### src/rtl/z32u_pkg.sv
// Shared z32 front-end definitions: fetch queue defaults, opcode field
// position used by dispatch, and the prefetch queue entry layout.
package z32u_pkg;

  localparam int          FETCH_DEPTH = 2;
  localparam logic [31:0] RESET_PC    = 32'h0000_0000;

  // Opcode field of an instruction word; the sequencer dispatch decodes the same bits.
  localparam int OPC_MSB = 31;
  localparam int OPC_LSB = 26;

  typedef struct packed {
    logic [31:0] word;
    logic [31:0] pc;
  } fetch_entry_t;

endpackage

### src/rtl/z32_fetch_fifo.sv
// Prefetch queue: circular FIFO of fetched words with their addresses.
// Flush empties it in one cycle; pops on an empty queue are dropped.
module z32_fetch_fifo #(
  parameter int DEPTH = 2
) (
  input  logic                       clk,
  input  logic                       rst,
  input  logic                       push,
  input  logic                       pop,
  input  logic                       flush,
  input  z32u_pkg::fetch_entry_t     din,
  output z32u_pkg::fetch_entry_t     head,
  output logic                       valid,
  output logic [$clog2(DEPTH):0]     count
);
  import z32u_pkg::*;

  localparam int PW = $clog2(DEPTH);
  localparam int CW = PW + 1;
  localparam logic [PW-1:0] PTR_ONE = 1;
  localparam logic [CW-1:0] CNT_ONE = 1;

  fetch_entry_t  mem [DEPTH];
  logic [PW-1:0] wr_ptr;
  logic [PW-1:0] rd_ptr;
  logic          do_pop;

  assign do_pop = pop & (count != '0);
  assign valid  = (count != '0);
  // Empty queue presents zeros so the IR never shows a stale word.
  assign head   = valid ? mem[rd_ptr] : '0;

  always_ff @(posedge clk) begin
    if (push) begin
      mem[wr_ptr] <= din;
    end
  end

  always_ff @(posedge clk or posedge rst) begin
    if (rst) begin
      wr_ptr <= '0;
      rd_ptr <= '0;
      count  <= '0;
    end else if (flush) begin
      wr_ptr <= '0;
      rd_ptr <= '0;
      count  <= '0;
    end else begin
      if (push) begin
        wr_ptr <= wr_ptr + PTR_ONE;
      end
      if (do_pop) begin
        rd_ptr <= rd_ptr + PTR_ONE;
      end
      case ({push, do_pop})
        2'b10:   count <= count + CNT_ONE;
        2'b01:   count <= count - CNT_ONE;
        default: count <= count;
      endcase
    end
  end

endmodule

### src/rtl/z32_ifetch.sv
// Instruction fetch/prefetch stage: one outstanding req/ack fetch feeding a
// small queue whose head is the IR; redirects flush and restart the stream.
module z32_ifetch #(
  parameter int          DEPTH    = z32u_pkg::FETCH_DEPTH,
  parameter logic [31:0] RESET_PC = z32u_pkg::RESET_PC
) (
  input  logic        clk,
  input  logic        rst,
  output logic        mem_req,
  output logic [31:0] mem_addr,
  input  logic        mem_ack,
  input  logic [31:0] mem_rdata,
  input  logic        redirect,
  input  logic [31:0] redirect_pc,
  input  logic        ir_take,
  output logic        ir_valid,
  output logic [31:0] ir,
  output logic [5:0]  ir_opcode,
  output logic [31:0] ir_pc,
  output logic        seq_stall
);
  import z32u_pkg::*;

  localparam int            CW        = $clog2(DEPTH) + 1;
  localparam logic [CW-1:0] CNT_DEPTH = CW'(DEPTH);

  localparam logic [0:0] IDLE     = 1'b0;
  localparam logic [0:0] WAIT_ACK = 1'b1;

  logic [0:0]    state;
  logic [31:0]   fetch_pc;
  logic          discard;
  logic          outstanding;
  logic          ack_seen;
  logic          push;
  logic          pop;
  logic          issue;
  logic [CW-1:0] count;
  fetch_entry_t  push_entry;
  fetch_entry_t  head;
  logic          unused_pc_lsb;

  assign outstanding = (state == WAIT_ACK);
  assign mem_req     = outstanding;
  // An ack only counts against a live request; late acks after reset are ignored.
  assign ack_seen    = outstanding & mem_ack;
  assign push        = ack_seen & ~discard & ~redirect;
  assign pop         = ir_take & ~redirect;
  // Issue is held off during a redirect so the request targets the new pc.
  assign issue       = ~outstanding & ~redirect & (count < CNT_DEPTH);
  assign push_entry  = '{word: mem_rdata, pc: mem_addr};
  assign unused_pc_lsb = ^redirect_pc[1:0];

  always_ff @(posedge clk or posedge rst) begin
    if (rst) begin
      state    <= IDLE;
      mem_addr <= RESET_PC;
      fetch_pc <= RESET_PC;
      discard  <= 1'b0;
    end else begin
      if (redirect) begin
        fetch_pc <= {redirect_pc[31:2], 2'b00};
      end else if (push) begin
        fetch_pc <= mem_addr + 32'd4;
      end

      case (state)
        IDLE: begin
          if (issue) begin
            state    <= WAIT_ACK;
            mem_addr <= fetch_pc;
          end
        end
        WAIT_ACK: begin
          // Requests are never aborted; a redirect only marks the reply stale.
          if (mem_ack) begin
            state   <= IDLE;
            discard <= 1'b0;
          end else if (redirect) begin
            discard <= 1'b1;
          end
        end
      endcase
    end
  end

  z32_fetch_fifo #(
    .DEPTH (DEPTH)
  ) u_fifo (
    .clk   (clk),
    .rst   (rst),
    .push  (push),
    .pop   (pop),
    .flush (redirect),
    .din   (push_entry),
    .head  (head),
    .valid (ir_valid),
    .count (count)
  );

  assign ir        = head.word;
  assign ir_pc     = head.pc;
  assign ir_opcode = head.word[OPC_MSB:OPC_LSB];
  assign seq_stall = ir_take & ~ir_valid;

endmodule
### config.mk
export PLATFORM = sky130hd
export DESIGN_NAME = z32_ifetch
export DESIGN_NICKNAME = d
export VERILOG_FILES = /design/src/rtl/z32u_pkg.sv /design/src/rtl/z32_fetch_fifo.sv /design/src/rtl/z32_ifetch.sv
export SDC_FILE = /design/constraint.sdc
export NUM_CORES = 1
export LEC_CHECK = 0
export CAP_MARGIN = 15
export CORE_AREA = 2 2 131 133
export CTS_BUF_LIST = sky130_fd_sc_hd__clkbuf_8 sky130_fd_sc_hd__clkbuf_16
export CTS_CLUSTER_SIZE = 12
export DETAILED_ROUTE_END_ITERATION = 12
export DIE_AREA = 0 0 133 135
export PLACE_DENSITY = 0.79
export SYNTH_ARGS = -nofsm -noshare
export SYNTH_HDL_FRONTEND = slang
export SYNTH_SLANG_ARGS = --single-unit
### constraint.sdc
create_clock -name clk -period 4.71 [get_ports clk]
set_input_delay 0.471 -clock clk [delete_from_list [all_inputs] [get_ports clk]]
set_output_delay 0.471 -clock clk [all_outputs]
set_load 0.05 [all_outputs]
==> flow_summary.toml <==
[global_routing]
gr-total-overflow = 0
grt_max_degree = 66
antenna_found_initial = 0
grt_pass1_vias = 5388
grt_pass1_wl_um = 28000
grt_usage = 0.202

[clock_network]
cts_tree = "yes"
cts_root_buf = "clkbuf_16"
cts_sinks = 198
clkLatencyLatePin_ps = 420
clkTransAtPathRegs_ps = 70
ctsHoldBuffers = 0
clockBufferDepth = 2
htreeDepth = 4
numCtsBuffers = 17
postCtsResizedCells = 0
cts_setup_buffers = 0

[synth]
synth-seq-cells = 198
synth_most_common_cell = "edfxtp_1"
synth_common_cells = "128 x edfxtp_1, 92 x nor2_1, 70 x dfrtp_1, 66 x mux2i_1, 63 x nand2_1"
synthTopCellsByArea = "edfxtp_1 46%, dfrtp_1 21%, mux2i_1 7.9%, mux2_2 4.2%, nor2_1 4.1%"
synthesis.area_um2 = 8320
ys_types = 38
yosys_most_used_dff = "edfxtp_1"
syn_area_per_cell_um2 = 13.6
synthArstFlopShare = 0.354
syn_inst = 612
yosysWarnings = 0
ys_seq_area_frac = 0.672
synthesis.nets = 682
synth_edf_count = 128
yosys.area.top_type = "edfxtp_1"
synth_top_area_frac = 0.462

[power]
clkPwrFrac = 0.296
seq_power_share = 0.473
p_per_area_nw_per_um2 = 447
p_comb_frac = 0.231
p_switching_mw = 1.53
p_sw_frac = 0.315
total_power_mw = 4.85
peakVddDrop_mv = 0.281
p_int_mw = 3.32
power.leakage_nw = 3.86

[worst_hold_path]
hp-class = "input pin to flip-flop"

[setup_path]
path_class = "flip-flop to primary output"
worst_path_largest_cell_delay_ps = 1150
cp.required_ps = 4240
critPathArrivalTime_ps = 2900
worstPathCellList = "mux2i_1 > nor2_1 > clkdlybuf4s50_1"
crit_path_top_delay_cell = "dfrtp_4"
cp_max_fo = 65
setup.worst_path.start_class = "flip-flop"
crit_path_end_kind = "primary output"

[routing]
firstDrtPassIters = 4
ant_nets = 0
drtIter0Drc = 328
vias_per_cell = 5.31
num_vias = 5345
drt_wl_total_um = 17700
post-route-drc-count = 0
post_drt_wl_per_cell_um = 17.6

[layout]
layout-drive-gt1-share = 0.105
synthToLayoutAreaGrowth_pct = 30.5
nets = 844
postLayoutCoreUtil = 0.662
num_antenna_cells = 0

[status]
status = "finished, final reports clean"

[sta]
slew_violations = 0
timing_hold_violations_final = 0
finalSetupViolCount = 0
clock_skew_ps = 8.35
fmax_mhz = 297
min_period_ps = 3370
slew_headroom = 0.222
rsz0062_at_grt = "false"
setup_tns_ps = 0
tightest_slew_ps = 1170
fin_crit_sh = 0.715

[floorplanning]
fp.dieArea_um2 = 18000
fp.coreArea_um2 = 16400
initial_utilization = 0.507
io_pins = 174
die_w_um = 133
die_y_um = 135
rows = 47

[placement]
place_hpwl_um = 11700
io_buffers = 171
gp_congestion = 0.776

[job]
maxCapViolCount = 0
[cell usage in the layout, fill, tap and decap left out, types with 2 or more instances in the layout]
| cell type | netlist | layout |
|---|---|---|
| clkdlybuf4s50_1 | 0 | 170 |
| edfxtp_1 | 128 | 128 |
| nor2_1 | 92 | 89 |
| dfrtp_1 | 70 | 69 |
| mux2i_1 | 66 | 66 |
| nand2_1 | 63 | 63 |
| mux2_2 | 31 | 31 |
| xor2_1 | 23 | 23 |
| clkbuf_16 | 0 | 17 |
| o221ai_1 | 14 | 14 |
| a21oi_1 | 12 | 12 |
| nand3_1 | 11 | 11 |
| inv_1 | 6 | 11 |
| o21ai_0 | 9 | 9 |
| xnor2_1 | 7 | 7 |
| buf_4 | 6 | 7 |
| nand4_1 | 6 | 6 |
| o31ai_1 | 5 | 5 |
| o221ai_2 | 4 | 4 |
| and4_1 | 3 | 3 |
| nor3_1 | 3 | 3 |
| nor2_4 | 0 | 3 |
| bufinv_16 | 0 | 3 |
| buf_12 | 0 | 3 |
| nand2b_1 | 2 | 2 |
| nand4_4 | 2 | 2 |
| nor4_4 | 2 | 2 |
| and3_1 | 2 | 2 |
| nor2b_1 | 2 | 2 |
| clkinvlp_4 | 0 | 2 |
[sequential cells by signal (all words and copies together), names as in the netlist]
name and cells:
u_fifo.count 2, discard 1, u_fifo.mem 128, mem_addr 32, mem_req 1, u_fifo.wr_ptr 1
u_fifo.rd_ptr 1, fetch_pc 32
[final cells by class]
cell class / count / area (µm²)
clock buffer: 18 / 439
clock inverter: 14 / 149
fill: 1164 / 5550
inverter: 6 / 22.5
multi-input combinational: 370 / 2560
sequential: 198 / 5600
tap: 220 / 275
timing repair buffer: 181 / 1820
[per-stage QoR]
| step | instance area (µm²) | hold slack (ps) | std cells | setup slack (ps) |
|---|---|---|---|---|
| after CTS | 10800 | 410 | 1006 | 1230 |
| after detailed placement | 10300 | 476 | 974 | 1480 |
| after global routing | 10900 | 461 | 1007 | 1220 |
| final | 10900 | 424 | 1007 | 1340 |
| after global placement | 10300 | 458 | 974 | 1560 |
| after floorplan | 8320 | 450 | 612 | 82.7 |
[layer usage]
metal | up-vias | wire, µm | global-route usage | share of wire
li1 | 2524 | - | - | -
met1 | 2641 | 7710 | 0.262 | 0.44
met2 | 156 | 8750 | 0.341 | 0.49
met3 | 24 | 879 | 0.0432 | 0.050
met4 | 0 | 333 | 0.0681 | 0.019
met5 | - | 0 | 0 | 0
[critical path, delay by kind of cell, from the launching register on]
family | cells | cell delay, ps
muxes | 1 | 170
DFF | 1 | 1150
buffers and inverters | 1 | 850
and+or+nand+nor | 1 | 190
[final timing paths]
check,cells past startpoint,slack (ps),endpoint,from
max,3,1340,ir_opcode[2],u_fifo.rd_ptr
min,3,420,fetch_pc[7],redirect
max reg2reg,5,2040,u_fifo.mem[0][28],mem_req
min reg2reg,2,500,mem_addr[6],fetch_pc[6]
max in group asynchronous,3,3240,fetch_pc[19],rst
min in group asynchronous,2,550,discard,rst
[power groups by stage]
stage / Sequential [mW] / Clock [mW] / Combinational [mW]
CTS: 2.30 / 1.46 / 1.13
global placement: 2.31 / 0 / 1.10
finish: 2.29 / 1.44 / 1.12
global route: 2.32 / 1.53 / 1.18
floorplan: 2.54 / 0 / 0.470
detailed placement: 2.33 / 0 / 1.12
[kinds of logic after synthesis]
| kind of cell | Yosys count | share of synthesized area |
|---|---|---|
| muxes | 97 | 0.121 |
| AOI/OAI and AO/OA | 47 | 0.0418 |
| adders and majority gates | 1 | 0.00150 |
| xor gates and xnor gates | 30 | 0.0316 |
| DFF | 198 | 0.672 |
| and+or+nand+nor | 195 | 0.108 |
| buffers and inverters | 44 | 0.0239 |
Note: power is estimated with default switching activity, not from simulation.
